`src/rtl/alu_sequencer.sv`:
```
// alu_sequencer: hardwired fetch/decode/execute control FSM driving the ALU/register datapath.
// Build option SEQ_ILLEGAL_TRAP_EN: an undefined opcode halts the sequencer instead of acting as NOP.
module alu_sequencer #(
    parameter int unsigned MEM_WAIT = 1
) (
    input  logic       clk,
    input  logic       rst,
    input  logic       start,
    input  logic [7:0] ins,
    input  logic       j_in,
    output logic [4:0] C,
    output logic [1:0] B,
    output logic [1:0] M,
    output logic [3:0] ALU_sig,
    output logic       JAMZ,
    output logic       set_F,
    output logic       ins_fetch,
    output logic       busy,
    output logic       halted,
    output logic       illegal,
    output logic [2:0] state_o,
    output logic [7:0] ir_o
);

    typedef enum logic [2:0] {
        S_IDLE   = 3'd0,
        S_FETCH  = 3'd1,
        S_DECODE = 3'd2,
        S_EXEC   = 3'd3,
        S_MEM    = 3'd4,
        S_HALT   = 3'd5
    } state_t;

    state_t     state_q;
    logic [7:0] ir_q;
    logic [3:0] cnt_q;
    logic       mem_q, ld_q, stop_q;
    logic [4:0] c_q;
    logic [1:0] b_q, m_q;
    logic [3:0] alu_q;
    logic       jamz_q, setf_q, fetch_q, busy_q, halted_q, illegal_q;

    logic [4:0] c_d;
    logic [1:0] b_d;
    logic [3:0] alu_d;
    logic       jamz_d, setf_d, mem_d, ld_d, halt_d, ill_d, stop_d;
    logic       jz_take;

    // ins is valid during DECODE (one cycle after ins_fetch); there is no back-pressure,
    // so the byte is decoded here and the EXEC controls are registered on that edge.
    always_comb begin
        c_d    = '0;
        b_d    = '0;
        alu_d  = '0;
        jamz_d = 1'b0;
        setf_d = 1'b0;
        mem_d  = 1'b0;
        ld_d   = 1'b0;
        halt_d = 1'b0;
        ill_d  = 1'b0;
        case (ins[7:4])
            4'h0: ;
            4'h1: begin c_d = 5'b01000; b_d = 2'b11; alu_d = 4'd4; mem_d = 1'b1; ld_d = 1'b1; end
            4'h2: begin c_d = 5'b01000; b_d = 2'b11; alu_d = 4'd4; mem_d = 1'b1; end
            4'h3: begin c_d = 5'b00001; alu_d = 4'd1; setf_d = 1'b1; end
            4'h4: begin c_d = 5'b00001; alu_d = 4'd2; setf_d = 1'b1; end
            4'h5: begin c_d = 5'b00001; alu_d = 4'd3; setf_d = 1'b1; end
            4'h6: begin c_d = 5'b00010; alu_d = 4'd0; end
            4'h7: begin c_d = 5'b10000; b_d = 2'b11; alu_d = 4'd4; end
            4'h8: jamz_d = 1'b1;
            4'hF: halt_d = 1'b1;
            default: ill_d = 1'b1;
        endcase
`ifdef SEQ_ILLEGAL_TRAP_EN
        stop_d = halt_d | ill_d;
`else
        stop_d = halt_d;
`endif
    end

    always_ff @(posedge clk) begin
        if (rst) begin
            state_q   <= S_IDLE;
            ir_q      <= '0;
            cnt_q     <= '0;
            mem_q     <= 1'b0;
            ld_q      <= 1'b0;
            stop_q    <= 1'b0;
            c_q       <= '0;
            b_q       <= '0;
            m_q       <= '0;
            alu_q     <= '0;
            jamz_q    <= 1'b0;
            setf_q    <= 1'b0;
            fetch_q   <= 1'b0;
            busy_q    <= 1'b0;
            halted_q  <= 1'b0;
            illegal_q <= 1'b0;
        end else begin
            c_q     <= '0;
            b_q     <= '0;
            m_q     <= '0;
            alu_q   <= '0;
            jamz_q  <= 1'b0;
            setf_q  <= 1'b0;
            fetch_q <= 1'b0;
            case (state_q)
                S_IDLE: begin
                    if (start) begin
                        state_q <= S_FETCH;
                        busy_q  <= 1'b1;
                        fetch_q <= 1'b1;
                        c_q     <= 5'b10000;
                        alu_q   <= 4'd5;
                    end
                end
                S_FETCH: state_q <= S_DECODE;
                S_DECODE: begin
                    state_q <= S_EXEC;
                    ir_q    <= ins;
                    c_q     <= c_d;
                    b_q     <= b_d;
                    alu_q   <= alu_d;
                    jamz_q  <= jamz_d;
                    setf_q  <= setf_d;
                    mem_q   <= mem_d;
                    ld_q    <= ld_d;
                    stop_q  <= stop_d;
                    if (ill_d) illegal_q <= 1'b1;
                end
                S_EXEC: begin
                    if (stop_q) begin
                        state_q  <= S_HALT;
                        busy_q   <= 1'b0;
                        halted_q <= 1'b1;
                    end else if (mem_q) begin
                        state_q <= S_MEM;
                        cnt_q   <= 4'(MEM_WAIT - 1);
                        m_q     <= ld_q ? 2'b10 : 2'b01;
                        // AC takes the read data through the ALU in pass-B mode on the last strobe cycle
                        if (ld_q && MEM_WAIT == 1) begin
                            c_q   <= 5'b00001;
                            b_q   <= 2'b10;
                            alu_q <= 4'd4;
                        end
                    end else begin
                        state_q <= S_FETCH;
                        fetch_q <= 1'b1;
                        c_q     <= 5'b10000;
                        alu_q   <= 4'd5;
                    end
                end
                S_MEM: begin
                    if (cnt_q == 4'd0) begin
                        state_q <= S_FETCH;
                        fetch_q <= 1'b1;
                        c_q     <= 5'b10000;
                        alu_q   <= 4'd5;
                    end else begin
                        cnt_q <= cnt_q - 4'd1;
                        m_q   <= m_q;
                        if (ld_q && cnt_q == 4'd1) begin
                            c_q   <= 5'b00001;
                            b_q   <= 2'b10;
                            alu_q <= 4'd4;
                        end
                    end
                end
                S_HALT: ;
                default: state_q <= S_IDLE;
            endcase
        end
    end

    // JZ resolves against the live flag-unit result during EXEC
    assign jz_take   = jamz_q & j_in;
    assign C         = jz_take ? 5'b10000 : c_q;
    assign B         = jz_take ? 2'b11 : b_q;
    assign ALU_sig   = jz_take ? 4'd4 : alu_q;
    assign M         = m_q;
    assign JAMZ      = jamz_q;
    assign set_F     = setf_q;
    assign ins_fetch = fetch_q;
    assign busy      = busy_q;
    assign halted    = halted_q;
    assign illegal   = illegal_q;
    assign state_o   = state_q;
    assign ir_o      = ir_q;

endmodule

```
`config.mk`:
```
export PLATFORM = sky130hd
export DESIGN_NAME = alu_sequencer
export DESIGN_NICKNAME = d
export VERILOG_FILES = /design/src/rtl/alu_sequencer.sv
export SDC_FILE = /design/constraint.sdc
export NUM_CORES = 1
export LEC_CHECK = 0
export ABC_AREA = 0
export BUFFER_PORTS_ARGS = -buffer_cell sky130_fd_sc_hd__buf_2
export CORE_UTILIZATION = 42
export CTS_BUF_LIST = sky130_fd_sc_hd__clkbuf_4
export CTS_CLUSTER_SIZE = 28
export DETAILED_ROUTE_END_ITERATION = 7
export HOLD_SLACK_MARGIN = 0.02
export PLACE_DENSITY_LB_ADDON = 0.15
export SLEW_MARGIN = 10
export SYNTH_ARGS = -nofsm -noshare
export SYNTH_HDL_FRONTEND = slang
export SYNTH_SLANG_ARGS = --single-unit
```
`constraint.sdc`:
```
create_clock -name clk -period 2.4 [get_ports clk]
set_clock_uncertainty 0.2 [all_clocks]
set_input_delay 0.12 -clock clk [delete_from_list [all_inputs] [get_ports clk]]
set_output_delay 0.12 -clock clk [all_outputs]
set_load 0.05 [all_outputs]
```
Word level (Yosys, flattened, before mapping)
Cells that the tools add are included.

word-level totals
  bits in registers = 37
  output and inout bits = 30
  logic and storage cells = 111

cells by class
  add/subtract/negate cells = 1
  eq/ne operators = 21
  muxes and demuxes = 53
  bitwise logic cells = 4
  reductions and logical operators = 16

operators with widths
  operator              number
  $pmux W5 S4           2
  $mux W5               5
  $mux W3               8
  $mux W4               6
  $mux W2               11
  $pmux W3 S6           1
  $eq A4 B3 Y1 const B  4
  $pmux W4 S4           1
  $mux W1               13
  $ne A2 B2 Y1 const B  6
  $pmux W3 S4           1
  $reduce_or A10 Y1     1
  $eq A4 B1 Y1 const B  2
  $eq A4 B2 Y1 const B  2
  $eq A4 B4 Y1 const B  2
  $logic_not A4 Y1      2
  $pmux W4 S2           1
  $eq A3 B2 Y1 const B  2
  $eq A3 B3 Y1 const B  2
  $pmux W2 S3           1
  $reduce_and A3 Y1     2
  $reduce_or A3 Y1      2
  $pmux W2 S2           1
  $reduce_and A2 Y1     2
  11 further kinds      15

Logic depth before layout (Yosys ltp)
Gate-level depths: netlist of run 1.

  word-level depth = 5
  mapped depth = 6
  depth with buffers taken out = 6

Least setup slack after synthesis of run 1
Ideal clock, no wire load.

  path kind = register to register
  from = reg state_q[2] (netlist: state_o[2])
  to = reg cnt_q[1]
  setup time = 0.115 ns
  data arrival time = 1.731 ns
  required time = 2.085 ns
  slack = 0.354 ns
  stages on the path, launching flop included = 6
  period minus slack after synthesis = 2.046 ns
  path through = dfxtp_1 -> or3b_1 -> buf_2 -> a21oi_1 -> nor3_1 -> o21ba_2

between the ends
  longest elaborated chain between the ends = 3
  elaborated cells between the ends (all ways) = 8

RTL lines
  element                                                                     RTL line  RTL
  from (decl)                                                                 34        state_t state_q;
  from (signal assigned)                                                      83        state_q <= S_IDLE;
  from (signal assigned)                                                      110       state_q <= S_FETCH;
  from (signal assigned)                                                      117       S_FETCH: state_q <= S_DECODE;
  $eq A3 B3 Y1 / $eq A3 B2 Y1 (equally long branches)                         107       case (state_q)
  $ne A2 B2 Y1 (no source line) / $reduce_bool A2 Y1 (equally long branches)  -
  $reduce_and A4 Y1 (no source line)                                          -
  to (signal assigned)                                                        138       cnt_q <= 4'(MEM_WAIT - 1);
  to (signal assigned)                                                        160       cnt_q <= cnt_q - 4'd1;
  to (decl)                                                                   36        logic [3:0] cnt_q;

Parallel ways exist; a longest one is shown, timed or not.
A chain may end at the register's enable or synchronous reset.

Worst setup path in the final report of run 1
  from = reg state_q[2] (netlist: state_o[2])
  to = reg c_q[1]

between the ends
  longest elaborated chain between the ends = 2
  elaborated cells between the ends (all ways) = 5

RTL lines
  element                               RTL line  RTL
  $eq A3 B3 Y1 (tied with other cells)  107
  $pmux W5 S4 *                         107
  to (signal assigned)                  100       c_q <= '0;
  to (signal assigned)                  113       c_q <= 5'b10000;
  to (signal assigned)                  121       c_q <= c_d;
  to (decl)                             38        logic [4:0] c_q;

Every way passes the cells marked *; elsewhere a longest branch is shown, timed or not.

==> results of run 1 <==
## registers in the layout, summed over array words and instances (netlist names), 2 cells and up
name / cells
ir_o: 8
c_q: 4
cnt_q: 4
alu_q: 3
state_o: 3
M: 2
b_q: 2
## metal layers
| layer | part of all wire (%) | GRT usage, % |
|---|---|---|
| met1 | 52 | 25.9 |
| met2 | 42 | 26.9 |
| met3 | 4.6 | 5.43 |
| met4 | 1.8 | 8.52 |
| met5 | 0 | 0 |
## cell families (layout without fill, tap and decap cells)
kind of cell	Yosys count	count (layout)	share of synthesized area (%)
buffers and inverters	19	68	5.01
flip-flops	35	35	43.9
AO/OA/AOI/OAI	42	42	17.1
XOR/XNOR	4	4	2.19
AND/OR/NAND/NOR	92	92	30.0
other	1	2	0.235
adder cells (fa/ha/maj)	2	2	1.57
## area by class of cell
cell class                      count  area, um2
Clock buffer                        5       37.5
Clock inverter                      3       43.8
Fill cell                         369       1620
Sequential cell                    35        703
Multi-Input combinational cell    142        832
Inverter                            4       15.0
Timing Repair Buffer               56        353
Tap cell                           48       60.1
## through the flow
stage	cells	utilization, %
2_1_floorplan	196	-
3_3_place_gp	273	49.9
3_5_place_dp	273	49.9
4_1_cts	293	55.4
5_1_grt	293	55.8
6_report	293	55.8
## cell usage after synthesis, drive strengths merged (5+ instances only)
master / instances
dfxtp: 35
nand2: 28
nor2: 19
a21oi: 18
nor3: 12
clkbuf: 11
nand2b: 7
nor2b: 6
o21ai: 6
and2: 5
## worst min-delay path, stage by stage (launching register included)
cell	delay, ns
dfxtp_1	0.32
nand2_1	0.05
a21oi_1	0.05
## worst max-delay path by stage
stage | to | slack, ns | depth (start not counted) | start
floorplan | cnt_q[1]$_SDFFE_PP0P_ | 0.35 | 5 | state_o[2]$_SDFFE_PP0P_
global placement | cnt_q[1]$_SDFFE_PP0P_ | 0.46 | 4 | state_o[0]$_SDFFE_PP0P_
detailed placement | cnt_q[1]$_SDFFE_PP0P_ | 0.44 | 4 | state_o[0]$_SDFFE_PP0P_
CTS | c_q[3]$_SDFF_PP0_ | 0.06 | 5 | state_o[2]$_SDFFE_PP0P_
global route | c_q[3]$_SDFF_PP0_ | 0.04 | 5 | state_o[2]$_SDFFE_PP0P_
finish | c_q[1]$_SDFF_PP0_ | 0.13 | 5 | state_o[2]$_SDFFE_PP0P_
## cells in the final DEF (no fill, tap or decap), drive strengths merged, types with 2 or more instances in the layout
cell,synthesis,final
buf,4,44
dfxtp,35,35
nand2,28,28
nor2,19,19
a21oi,18,18
dlygate4sd3,0,12
nor3,12,12
nand2b,7,7
nor2b,6,6
o21ai,6,6
and2,5,5
clkbuf,11,5
inv,4,4
a31oi,4,4
xnor2,4,4
nor3b,3,3
or3,3,3
a211oi,3,3
and3,2,2
a21o,2,2
a22oi,2,2
ha,2,2
conb,1,2
or3b,2,2
o21ba,2,2
nor4b,2,2
clkinv,0,2
## timing repair
action,CTS,global route
resized for setup,0,5
setup endpoints to repair,0,2
hold buffers,12,0
hold endpoints to repair,22,0
## power by group
| group | switching (uW) | internal (uW) | total [uW] |
|---|---|---|---|
| Combinational | 420 | 187 | 606 |
| Sequential | 50.0 | 644 | 694 |
| Clock | 207 | 219 | 426 |
==> impl_metrics.json, run 1 <==
{
  "synth_area_leaders": "dfxtp_1 44%, nand2_1 6.6%, a21oi_1 5.6%",
  "report.final.slew_viol_count": 0,
  "reg2reg_slack_ns": 0.13,
  "cp-start-kind": "flop",
  "drc": 0,
  "drt-pass1-iter-count": 4,
  "path_buf_inv": 2,
  "fp.dieW_um": 63.7,
  "setup_violations": 0,
  "drv_cap": 0,
  "hpwl_mm": 2.25,
  "min_path_type": "flop to flop",
  "crit_family": "simple AND/OR/NAND/NOR gates",
  "via_per_inst": 4.92,
  "rsz0062_at_grt": "false",
  "dieArea_um2": 4050,
  "hold_end": "ir_o[1]$_SDFFE_PP0N_",
  "r2r_start": "state_o[2]$_SDFFE_PP0P_",
  "drt_iter0_drc": 48,
  "synth_top_area_share_pct": 43.9,
  "numCtsBuffers": 5,
  "powerDensity_nw_per_um2": 845,
  "finalHoldViolations": 0,
  "worst_hold_slack_ns": 0.257,
  "seq_area_frac_synth_pct": 43.9,
  "wl_per_cell_um": 11.6,
  "preCtsSetupSlack_ns": 0.442,
  "numPortBuffers": 39,
  "timing.fmax_mhz": 440,
  "worst_pin_slew_ns": 0.527,
  "path_cells": "buf_4 > or3b_4 > or3_4 > nor3_1 > dlygate4sd3_1",
  "hold_depth": 2,
  "clk_pin_slew_ns": 0.11,
  "synth_cell_types": 40,
  "first_global_vias": 1276,
  "fin_crit_ns": 2.27,
  "fin_setup_tns_ns": 0,
  "start_util_pct": 43.6,
  "root_buffer": "clkbuf_4",
  "synth_edf_count": 0,
  "wl_mm": 3.40,
  "reg2reg_depth": 5,
  "grt_pass1_wl_mm": 5.89,
  "ys_ff_latch": 35,
  "postSynthCellCount": 195,
  "timing.rr.end": "c_q[1]$_SDFF_PP0_",
  "grt_use_total_pct": 18.8,
  "clock-sinks": 35,
  "max_stage_delay_ns": 0.55,
  "antenna_found_initial": 0,
  "nets": 258,
  "vias": 1443,
  "synth_flop_cell": "dfxtp_1",
  "synth_area_um2": 1600,
  "clock_path_buffers": 2,
  "setup_slack_ns": 0.128,
  "ios": 42,
  "clk_latency_ns": 0.35,
  "postRouteAntennaNets": 0,
  "p_leak_uw": 0.000881,
  "worstHoldStart": "ir_o[1]$_SDFFE_PP0N_",
  "placed_area_um2": 1830,
  "syn_avg_cell_area_um2": 8.19,
  "die_y_um": 63.7,
  "end_kind": "flop",
  "drive_above_1_share_pct": 25.7,
  "cp_max_fo": 15,
  "ir_drop_v": 0.000413,
  "slew_headroom_pct": 64.9,
  "grt_max_degree": 30,
  "cp.required_ns": 2.49,
  "core-area_um2": 3660,
  "yosys_warnings": 0,
  "rows": 22,
  "status": "complete, no violations",
  "cts_setup_buffers": 0,
  "cts_tree": "yes",
  "worstPathArrival_ns": 2.36,
  "synth-async-reset-ratio_pct": 0,
  "num_antenna_cells": 0,
  "synth_top_area_cell": "dfxtp_1",
  "htree_levels": 2,
  "grt_overflow": 0,
  "globalplace.congestion": 0.762,
  "area_growth_pct": 28.1,
  "crit_slowest_cell": "dlygate4sd3_1",
  "min_period_over_period_pct": 94.7,
  "crit_type": "flop to flop",
  "p_total_uw": 1730,
  "final_cell_area_um2": 2040
}
No activity file was read; power rests on OpenSTA's default activity.
==> run 2: changes to the inputs <==
- CORE_UTILIZATION: 42 -> 30
- CTS_BUF_LIST: sky130_fd_sc_hd__clkbuf_4 -> not set
- PLACE_DENSITY: not set -> 0.59
- PLACE_DENSITY_LB_ADDON: 0.15 -> not set
==> impl_metrics.json, run 2 (synthesized netlist as in run 1, its figures left out) <==
{
  "final_cell_mix": "39 x buf_2, 35 x dfxtp_1, 28 x nand2_1",
  "clk_pin_slew_ns": 0.07,
  "timing.rr.end": "alu_q[1]$_SDFF_PP0_",
  "cp-start-kind": "flop",
  "hpwl_mm": 2.50,
  "crit_slowest_cell": "dlygate4sd3_1",
  "cp_num_cells": 4,
  "nets": 256,
  "antenna_found_initial": 0,
  "fillCellCount": 546,
  "numCtsBuffers": 5,
  "htree_levels": 2,
  "ios": 42,
  "end_kind": "flop",
  "drt_iter0_drc": 53,
  "cts_tree": "yes",
  "clock-sinks": 35,
  "root_buffer": "clkbuf_8",
  "num_antenna_cells": 0,
  "report.final.slew_viol_count": 0,
  "min_path_type": "input pin to flop",
  "grt_use_total_pct": 14.0,
  "drt-pass1-iter-count": 4,
  "fin_crit_ns": 2.24,
  "first_global_vias": 1233,
  "startpoint": "state_o[2]$_SDFFE_PP0P_",
  "rsz0062_at_grt": "false",
  "clock_path_buffers": 2,
  "timing.fmax_mhz": 447,
  "worst_pin_slew_ns": 0.513,
  "vias": 1432,
  "area_growth_pct": 28.1,
  "crit_type": "flop to flop",
  "reg2reg_depth": 4,
  "globalplace.congestion": 0.790,
  "slew_headroom_pct": 65.8,
  "drc": 0,
  "ir_drop_v": 0.000310,
  "fin_setup_tns_ns": 0,
  "wl_mm": 3.62,
  "dieArea_um2": 5620,
  "postRouteAntennaNets": 0,
  "start_util_pct": 31.3,
  "utilization_pct": 40.1,
  "path_cells": "or3b_4 > or3_1 > nor3b_1 > dlygate4sd3_1",
  "wl_per_cell_um": 11.6,
  "layout_commonest_cell": "buf_2",
  "cp.required_ns": 2.44,
  "die_y_um": 75.0,
  "setup_violations": 0,
  "fp.dieW_um": 75.0,
  "grt_max_degree": 30,
  "crit_end": "alu_q[1]$_SDFF_PP0_",
  "via_per_inst": 4.59,
  "drv_cap": 0,
  "grt_pass1_wl_mm": 5.79,
  "core-area_um2": 5110,
  "crit_family": "simple AND/OR/NAND/NOR gates",
  "min_period_over_period_pct": 93.2,
  "path_buf_inv": 1,
  "powerDensity_nw_per_um2": 849,
  "rows": 26,
  "p_leak_uw": 0.000868,
  "cp_max_fo": 9,
  "clk_latency_ns": 0.29,
  "largest_reg_flops": 8,
  "cts_setup_buffers": 0,
  "grt_overflow": 0,
  "status": "complete, no violations",
  "numPortBuffers": 39,
  "max_stage_delay_ns": 0.56,
  "drive_above_1_share_pct": 24.0,
  "r2r_start": "state_o[2]$_SDFFE_PP0P_",
  "reg2reg_slack_ns": 0.16,
  "worstPathArrival_ns": 2.27,
  "finalHoldViolations": 0
}
run 2: metrics by stage:
stage          area, um2  worst slack [ns]  power, uW  std cells  hold slack, ns
2_1_floorplan       1600             0.354       1150        196          0.0560
3_3_place_gp        1860             0.519       1300        295           0.162
3_5_place_dp        1860             0.491       1300        295           0.167
4_1_cts             2040            0.0613       1750        312          0.0793
5_1_grt             2050            0.0199       1830        312           0.106
6_report            2050             0.164       1740        312          0.0761
run 2: worst min-delay path by stage:
stage | cells past startpoint | to | startpoint
after floorplan | 2 | ir_o[0]$_SDFFE_PP0N_ | ins[0]
after global placement | 3 | ir_o[2]$_SDFFE_PP0N_ | ins[2]
after detailed placement | 3 | ir_o[0]$_SDFFE_PP0N_ | ins[0]
after CTS | 2 | illegal$_SDFFE_PP0P_ | rst
after global routing | 2 | mem_q$_SDFFE_PP0N_ | rst
final | 2 | mem_q$_SDFFE_PP0N_ | rst
run 2: final cells by class:
cell class                 count  area, um2  area share [%]
clock buffer                   6       82.6            4.04
clock inverter                 1       5.00           0.245
inverter                       4       15.0           0.734
multi-input combinational    142        822            40.2
sequential                    35        701            34.3
tap                           70       87.6            4.28
timing repair buffer          54        333            16.3
run 2: metal layers:
| layer | track usage, % | vias up | part of all wire [%] |
|---|---|---|---|
| met5 | 0 | - | 0 |
| met4 | 7.55 | 0 | 2.2 |
| met3 | 3.61 | 6 | 3.4 |
| met2 | 22.0 | 31 | 44 |
| met1 | 17.7 | 642 | 50 |
| li1 | - | 753 | - |
run 2: repair_timing:
action | CTS | global route
endpoints found under the hold margin | 17 | 0
resized for setup | 0 | 1
hold buffers | 10 | 0
setup endpoints to repair | 0 | 1
run 2: report_power, final:
group / internal, uW / switching (uW) / leakage [uW]
Combinational: 188 / 439 / 0.000537
Sequential: 642 / 39.2 / 0.000284
Clock: 225 / 203 / 0.0000470
Total: 1050 / 681 / 0.000868
==> run 3: changes to the inputs <==
==> constraint.sdc (replaced) <==
create_clock -name clk -period 2.4 [get_ports clk]
set_clock_uncertainty 0.2 [all_clocks]
set_input_delay 0.48 -clock clk [delete_from_list [all_inputs] [get_ports clk]]
set_output_delay 0.48 -clock clk [all_outputs]
set_load 0.05 [all_outputs]
==> impl_metrics.json, run 3 (synthesized netlist as in run 1, its figures left out) <==
{
  "core-area_um2": 5110,
  "grt_use_total_pct": 13.4,
  "cts_setup_buffers": 0,
  "timing.fmax_mhz": 516,
  "p_total_uw": 1710,
  "seq_area_um2": 701,
  "numCtsBuffers": 5,
  "clock_path_buffers": 2,
  "drv_cap": 0,
  "reg2reg_slack_ns": 0.46,
  "path_buf_inv": 0,
  "slew_headroom_pct": 63.4,
  "crit_family": "simple AND/OR/NAND/NOR gates",
  "ir_drop_v": 0.000261,
  "drive_above_1_share_pct": 24.6,
  "drt_iter0_drc": 51,
  "cp-start-kind": "flop",
  "hold_buffers": 0,
  "final_cell_area_um2": 1940,
  "nets": 246,
  "fin_crit_ns": 1.94,
  "fillCellCount": 573,
  "reg2reg_depth": 4,
  "cp_num_cells": 4,
  "clock-sinks": 35,
  "multiInputGateArea_um2": 820,
  "grt_pass1_wl_mm": 5.62,
  "fin_setup_tns_ns": 0,
  "rsz0062_at_grt": "false",
  "placed_area_um2": 1860,
  "hpwl_mm": 2.47,
  "ios": 42,
  "rows": 26,
  "p_leak_uw": 0.000822,
  "min_period_over_period_pct": 80.7,
  "layout_commonest_cell": "buf_2",
  "start_util_pct": 31.3,
  "powerDensity_nw_per_um2": 880,
  "max_stage_delay_ns": 0.52,
  "clk_latency_ns": 0.29,
  "grt_overflow": 0,
  "hold_depth": 3,
  "finalHoldViolations": 0,
  "end_kind": "flop",
  "crit_type": "flop to flop",
  "status": "complete, no violations",
  "min_path_type": "input pin to flop",
  "htree_levels": 2,
  "vias": 1382,
  "fp.dieW_um": 75.0,
  "final_cell_mix": "39 x buf_2, 35 x dfxtp_1, 28 x nand2_1",
  "ctsResizeCount": 0,
  "via_per_inst": 4.58,
  "root_buffer": "clkbuf_8",
  "wl_mm": 3.43,
  "path_cells": "or3b_1 > a21oi_1 > nor3_1 > o21ba_2",
  "dieArea_um2": 5620,
  "worstPathArrival_ns": 1.92,
  "drt-pass1-iter-count": 4,
  "antenna_found_initial": 0,
  "num_antenna_cells": 0,
  "setup_violations": 0,
  "cp.required_ns": 2.38,
  "clk_pin_slew_ns": 0.07,
  "largest_reg_flops": 8,
  "area_growth_pct": 21.7,
  "crit_slowest_cell": "or3b_1",
  "numPortBuffers": 39,
  "die_y_um": 75.0,
  "cp_max_fo": 8,
  "cts_tree": "yes",
  "worst_pin_slew_ns": 0.549,
  "report.final.slew_viol_count": 0,
  "wl_per_cell_um": 11.4,
  "grt_max_degree": 30,
  "drc": 0,
  "globalplace.congestion": 0.786,
  "postRouteAntennaNets": 0,
  "first_global_vias": 1247
}
==> run 3: metal layers <==
layer | part of all wire [%] | track usage (%) | vias up
met2 | 43 | 20.6 | 29
met3 | 4.1 | 3.48 | 7
met1 | 50 | 17.1 | 615
met5 | 0 | 0 | -
li1 | - | - | 731
met4 | 2.4 | 7.55 | 0
==> run 3: per-stage QoR <==
stage                     hold slack, ns  cells  setup WS (ns)  util, %
final                              0.226    302          0.464     38.0
after global routing               0.239    302          0.338     38.0
after CTS                          0.218    302          0.480     38.0
after detailed placement           0.246    295          0.480     36.3
after global placement             0.240    295          0.548     36.3
after floorplan                    0.267    196          0.354        -
==> run 3: cell type report <==
cell class                 instances  share of cell area [%]
multi-input combinational        142                    42.2
sequential                        35                    36.1
clock buffer                       6                    4.25
timing repair buffer              44                    12.0
clock inverter                     1                   0.258
inverter                           4                   0.773
tap                               70                    4.51
==> run 3: worst paths after layout <==
path,startpoint,endpoint
worst max register to register,state_o[2]$_SDFFE_PP0P_,cnt_q[1]$_SDFFE_PP0P_
worst min-delay path,ins[2],ir_o[2]$_SDFFE_PP0N_
worst min register to register,ir_o[5]$_SDFFE_PP0N_,ir_o[5]$_SDFFE_PP0N_
worst max-delay path,state_o[2]$_SDFFE_PP0P_,cnt_q[1]$_SDFFE_PP0P_
==> run 3: power breakdown <==
group	internal (uW)	switching, uW
logic	174	431
registers	642	38.0
clock network	225	200
==> run 3: tightest hold or removal path: stages <==
cell and delay [ns]:
buf_2 0.09, nand2_1 0.04, a21oi_1 0.05
